<file path="src/rtl/harvest_vote_filter.sv">
// harvest_vote_filter
// Sliding-window majority vote with hysteresis on the classifier result
// stream, driving a latched harvest alarm (with ack) and a saturating count
// of HARVEST entries.
// Optional build macro: STREAK_EN adds a saturating consecutive-ready streak
// counter. When it is undefined, streak is tied to zero.
//
// state     | meaning
// ----------+------------------------------------------------------------
// S_FILL    | fewer than WIN results collected since reset/clear
// S_GROWING | window full, vote not (or no longer) in harvest range
// S_HARVEST | vote reached ON_THR, held until ones drop to OFF_THR

module harvest_vote_filter #(
  parameter int WIN     = 8,
  parameter int ON_THR  = 6,
  parameter int OFF_THR = 2,
  parameter int EVT_W   = 8
) (
  input  logic             clk,
  input  logic             rst_n,
  input  logic             ena,
  input  logic             result_valid,
  input  logic             result_class,
  input  logic             clear,
  input  logic             alarm_ack,
  output logic [4:0]       ones_count,
  output logic             window_full,
  output logic             harvest_state,
  output logic             alarm,
  output logic [EVT_W-1:0] event_count,
  output logic [3:0]       streak
);

  localparam logic [4:0] WIN_L     = 5'(WIN);
  localparam logic [4:0] ON_THR_L  = 5'(ON_THR);
  localparam logic [4:0] OFF_THR_L = 5'(OFF_THR);

  typedef enum logic [1:0] {
    S_FILL    = 2'd0,
    S_GROWING = 2'd1,
    S_HARVEST = 2'd2
  } state_t;

  state_t           state_q;
  state_t           state_d;
  logic             edge_q;
  logic [WIN-1:0]   window_q;
  logic [4:0]       fill_left_q;
  logic [4:0]       fill_left_d;
  logic [4:0]       ones_q;
  logic [4:0]       ones_d;
  logic             full_q;
  logic             full_d;
  logic             oldest;
  logic             accept;
  logic             enter_harvest;
  logic             alarm_q;
  logic [EVT_W-1:0] evt_q;

  // Fill tracking is a down-counter of results still needed; the window is
  // full at terminal count zero, after which it holds.
  assign accept      = ena & result_valid & ~edge_q & ~clear;
  assign full_q      = (fill_left_q == 5'd0);
  assign oldest      = window_q[WIN-1];
  assign fill_left_d = full_q ? 5'd0 : (fill_left_q - 5'd1);
  assign full_d      = (fill_left_d == 5'd0);
  // The oldest bit only leaves the count once the window is full; before
  // that it is a reset zero, never a real result.
  assign ones_d      = ones_q + {4'd0, result_class} - {4'd0, full_q & oldest};

  // Rising-edge detect on result_valid so a held level is accepted once.
  always_ff @(posedge clk or negedge rst_n) begin
    if (!rst_n) begin
      edge_q <= 1'b0;
    end else if (ena) begin
      edge_q <= result_valid;
    end
  end

  // Window shift register, fill down-counter and running ones count.
  always_ff @(posedge clk or negedge rst_n) begin
    if (!rst_n) begin
      window_q    <= '0;
      fill_left_q <= WIN_L;
      ones_q      <= 5'd0;
    end else if (ena) begin
      if (clear) begin
        window_q    <= '0;
        fill_left_q <= WIN_L;
        ones_q      <= 5'd0;
      end else if (accept) begin
        window_q    <= {window_q[WIN-2:0], result_class};
        fill_left_q <= fill_left_d;
        ones_q      <= ones_d;
      end
    end
  end

  // FSM state register.
  always_ff @(posedge clk or negedge rst_n) begin
    if (!rst_n) begin
      state_q <= S_FILL;
    end else if (ena) begin
      state_q <= state_d;
    end
  end

  // FSM next state: only an accepted result (or clear) can move the vote.
  always_comb begin
    state_d = state_q;
    if (clear) begin
      state_d = S_FILL;
    end else if (accept) begin
      case (state_q)
        S_FILL: begin
          if (full_d) begin
            state_d = (ones_d >= ON_THR_L) ? S_HARVEST : S_GROWING;
          end
        end
        S_GROWING: begin
          if (ones_d >= ON_THR_L) state_d = S_HARVEST;
        end
        S_HARVEST: begin
          if (ones_d <= OFF_THR_L) state_d = S_GROWING;
        end
        default: state_d = S_FILL;
      endcase
    end
  end

  // FSM outputs: state flag and the one-cycle HARVEST entry strobe.
  always_comb begin
    harvest_state = (state_q == S_HARVEST);
    enter_harvest = accept && (state_q != S_HARVEST) && (state_d == S_HARVEST);
  end

  // Latched alarm: clear beats set, set beats ack.
  always_ff @(posedge clk or negedge rst_n) begin
    if (!rst_n) begin
      alarm_q <= 1'b0;
    end else if (ena) begin
      if (clear) begin
        alarm_q <= 1'b0;
      end else if (enter_harvest) begin
        alarm_q <= 1'b1;
      end else if (alarm_ack) begin
        alarm_q <= 1'b0;
      end
    end
  end

  // Saturating HARVEST entry counter; survives clear, only reset zeroes it.
  always_ff @(posedge clk or negedge rst_n) begin
    if (!rst_n) begin
      evt_q <= '0;
    end else if (ena && enter_harvest && (evt_q != '1)) begin
      evt_q <= evt_q + 1'b1;
    end
  end

`ifdef STREAK_EN
  logic [3:0] streak_q;

  // Consecutive accepted-ready streak, saturating at 15.
  always_ff @(posedge clk or negedge rst_n) begin
    if (!rst_n) begin
      streak_q <= 4'd0;
    end else if (ena) begin
      if (clear) begin
        streak_q <= 4'd0;
      end else if (accept) begin
        if (!result_class) begin
          streak_q <= 4'd0;
        end else if (streak_q != 4'hF) begin
          streak_q <= streak_q + 4'd1;
        end
      end
    end
  end

  assign streak = streak_q;
`else
  assign streak = 4'd0;
`endif

  assign ones_count  = ones_q;
  assign window_full = full_q;
  assign alarm       = alarm_q;
  assign event_count = evt_q;

endmodule
</file>
<file path="config.mk">
export PLATFORM = sky130hd
export DESIGN_NAME = harvest_vote_filter
export DESIGN_NICKNAME = d
export VERILOG_FILES = /design/src/rtl/harvest_vote_filter.sv
export SDC_FILE = /design/constraint.sdc
export NUM_CORES = 1
export LEC_CHECK = 0
export CAP_MARGIN = 20
export CORE_ASPECT_RATIO = 2
export CORE_UTILIZATION = 57
export CTS_CLUSTER_DIAMETER = 120
export CTS_CLUSTER_SIZE = 14
export DETAILED_ROUTE_END_ITERATION = 7
export PLACE_DENSITY = 0.95
export SLEW_MARGIN = 20
export SYNTH_ARGS = -nofsm -noshare
export SYNTH_HDL_FRONTEND = slang
export SYNTH_SLANG_ARGS = --single-unit
</file>
<file path="constraint.sdc">
create_clock -name clk -period 8.1 [get_ports clk]
set_clock_uncertainty 0.05 [all_clocks]
set_input_delay 0.81 -clock clk [delete_from_list [all_inputs] [get_ports clk]]
set_output_delay 0.81 -clock clk [all_outputs]
set_load 0.005 [all_outputs]
</file>
==> summary.txt <==
Run status
  – Status: finished, final reports clean

Job
  – Max-Cap Viols: 0

GRT
  – Initial antenna violation count: 0
  – Global-route wire length before repair: 6290 um
  – Largest net degree at the start of global routing: 31
  – Met1 Use GR: 0.296
  – Gr busiest metal: met2
  – Total global routing overflow: 0
  – Met3 Use GR: 0.0950
  – Vias in the first global route: 1394
  – Met2 Track Usage GR: 0.486
  – Global Route Usage Sum: 0.294

Logic synthesis
  – Number of flops mapped to enable cells by yosys: 0
  – Yosys top cell area share: 0.431
  – Post-synth top area cell: dfrtp_1
  – Seq/Total Area, Yosys: 0.447
  – Synth cell types: 41
  – YS warnings: 0
  – Primary FF master, synth: dfrtp_1
  – Mapped cell area: 1680 um2
  – Post-Syn Area per Cell: 10.8 um2
  – Synth area leaders: dfrtp_1, a22o_1, ha_1
  – Seq cells post-synth: 30
  – Async SR Flop Fraction: 1.00
  – Mapped Cells: 156

Die
  – Rows: 27
  – CORE AREA: 2770 um2
  – Die Y: 78.9 um
  – I/O pin total: 27
  – Initial core utilization: 0.608
  – Die width: 40.4 um
  – Overall die area: 3190 um2

Setup path
  – CP startpoint kind: register
  – Sequence of cells on the critical path: inv_1 > ha_1 > nor4b_4 > and2_1 > ha_1 > inv_1 > ha_1 > inv_1 > fa_1 > nand2b_1 > a21oi_1 > xnor3_1 > nor2b_1 > o41a_4 > nor2_4 > mux2_1
  – Worst R2R Path Depth: 16
  – WP data arrival: 4.16 ns
  – Highest-delay cell along the critical path: o41a_4
  – FF-to-FF End: event_count[1]
  – WP data required: 8.22 ns
  – Largest stage delay, worst path: 0.45 ns
  – Reg2reg setup slack: 4.06 ns
  – WS Path Type: register to register
  – Max FO, Critical Path: 8
  – Crit end category: register
  – Reg-to-Reg Start: fill_left_q[0]

Timing
  – Final worst-path cycle share: 0.499
  – Tmin final: 4.04 ns
  – Pins Over Slew Limit: 0
  – Fmax: 247 MHz
  – Fin Setup TNS: 0 ns
  – Final hold vios: 0
  – Final setup vio count: 0
  – RSZ-0062 raised after global routing: no

Place
  – Placed inst area: 1930 um2
  – I/O Buffers: 22
  – Gpl congestion: 0.880
  – Post-DP HPWL: 2800 um

Final layout
  – Antenna cells: 0
  – Most common cell after layout, fill and taps aside: dfrtp_1
  – Nets: 201
  – P&R area growth vs syn: 21.5%
  – Fin area: 2050 um2
  – Commonest cells after routing, fill and taps aside: dfrtp_1, clkdlybuf4s50_1, a22o_1
  – Share of cells above drive strength 1: 0.113

Drt
  – Final WL: 3770 um
  – Drt pass-1 iters: 4
  – WL/cell: 17.5 um
  – Residual DRC: 0
  – Antenna-violating nets left: 0
  – Via density: 6.19
  – First DRT Iteration DRCs: 42
  – Vias: 1330

Power
  – Lkg Pwr: 0.969 nW
  – Worst VDD drop: 0.000140 V
  – PD cells: 194 nW/um2

Clock network
  – H-tree levels: 2
  – Post-CTS Setup Bufs: 0
  – Root buf cell: clkbuf_8
  – Clock transition at the registers of the reported paths: 0.06 ns
  – Cts bufs inserted: 5
  – Clock tree buffer depth: 2
  – Hold-fix buffers at CTS: 0
  – Post-CTS Resized: 0
  – CTS tree: built
  – Latest clock arrival within the worst-skew pair: 0.29 ns
  – Clock Sinks: 30

Worst hold path
  – Hold path endpoint: event_count[6]
  – Hold Path Depth: 1
  – Hold Path Class: register to register
  – Hold Path Origin: event_count[6]
-- cell usage after synthesis (3+ instances only) --
| library cell | instances |
|---|---|
| xnor2_1 | 3 |
| nand2_1 | 9 |
| buf_4 | 4 |
| xor2_1 | 7 |
| inv_1 | 12 |
| nor2_1 | 7 |
| ha_1 | 8 |
| dfrtp_1 | 29 |
| a22o_1 | 13 |
| nor3_2 | 3 |
| nand2b_1 | 7 |
| nor2b_1 | 5 |
| o21ai_0 | 10 |
| a21oi_1 | 5 |
-- sequential cells by signal, indices dropped and copies added, names as in the netlist --
name	cells
state_q	2
event_count	8
alarm	1
ones_count	5
fill_left_q	5
edge_q	1
window_q	8
-- cell families after synthesis --
kind of cell / after synthesis / share of synthesized area
AO/OA/AOI/OAI: 37 / 0.166
XOR/XNOR: 11 / 0.0654
adder cells (fa/ha/maj): 9 / 0.0713
buffers and inverters: 18 / 0.0490
flip-flops: 30 / 0.447
multiplexers: 3 / 0.0193
other: 1 / 0.00223
AND/OR/NAND/NOR: 47 / 0.181
-- routing by layer --
layer	routed length, um	share of wire
met1	1360	0.36
met2	2120	0.56
met3	152	0.040
met4	136	0.036
met5	0	0
-- where the power goes --
part	internal (mW)	switching (mW)
clock network	0.0903	0.0581
registers	0.160	0.0123
logic	0.0375	0.0379
total	0.288	0.108
-- cell type report --
class	count	area, um2
clock buffers	5	68.8
clock inverters	3	40.0
fillers	201	724
inverters	12	45.0
multi-input cells	111	861
flip-flops and latches	30	752
well taps	29	36.3
repair buffers	25	243
-- worst max-delay path: cells and delay by family (launching register included) --
family | cells | cell delay, ns
adders and majority gates | 4 | 0.99
and+or+nand+nor | 5 | 0.95
AOI/OAI and AO/OA | 2 | 0.70
DFF | 1 | 0.42
muxes | 1 | 0.33
xor gates and xnor gates | 1 | 0.26
buffers and inverters | 3 | 0.21
-- worst max-delay path by stage --
stage,startpoint,endpoint,slack [ns],cells past startpoint
6_report,fill_left_q[0],event_count[1],4.06,16
5_1_grt,fill_left_q[0],event_count[1],3.86,16
4_1_cts,fill_left_q[0],event_count[1],4.07,16
3_5_place_dp,fill_left_q[0],event_count[1],4.08,16
3_3_place_gp,fill_left_q[0],event_count[1],4.27,16
2_1_floorplan,fill_left_q[0],event_count[1],4.44,16
-- stage by stage --
step	cells	utilization	hold WS [ns]	setup WS (ns)	total power, mW
final	215	0.738	0.442	4.06	0.396
after global routing	215	0.738	0.469	3.86	0.413
after CTS	214	0.736	0.452	4.07	0.398
after detailed placement	206	0.696	0.435	4.08	0.249
after global placement	206	0.696	0.435	4.27	0.241
after floorplan	159	-	0.408	4.44	0.217
(Power assumes the default switching activity.)
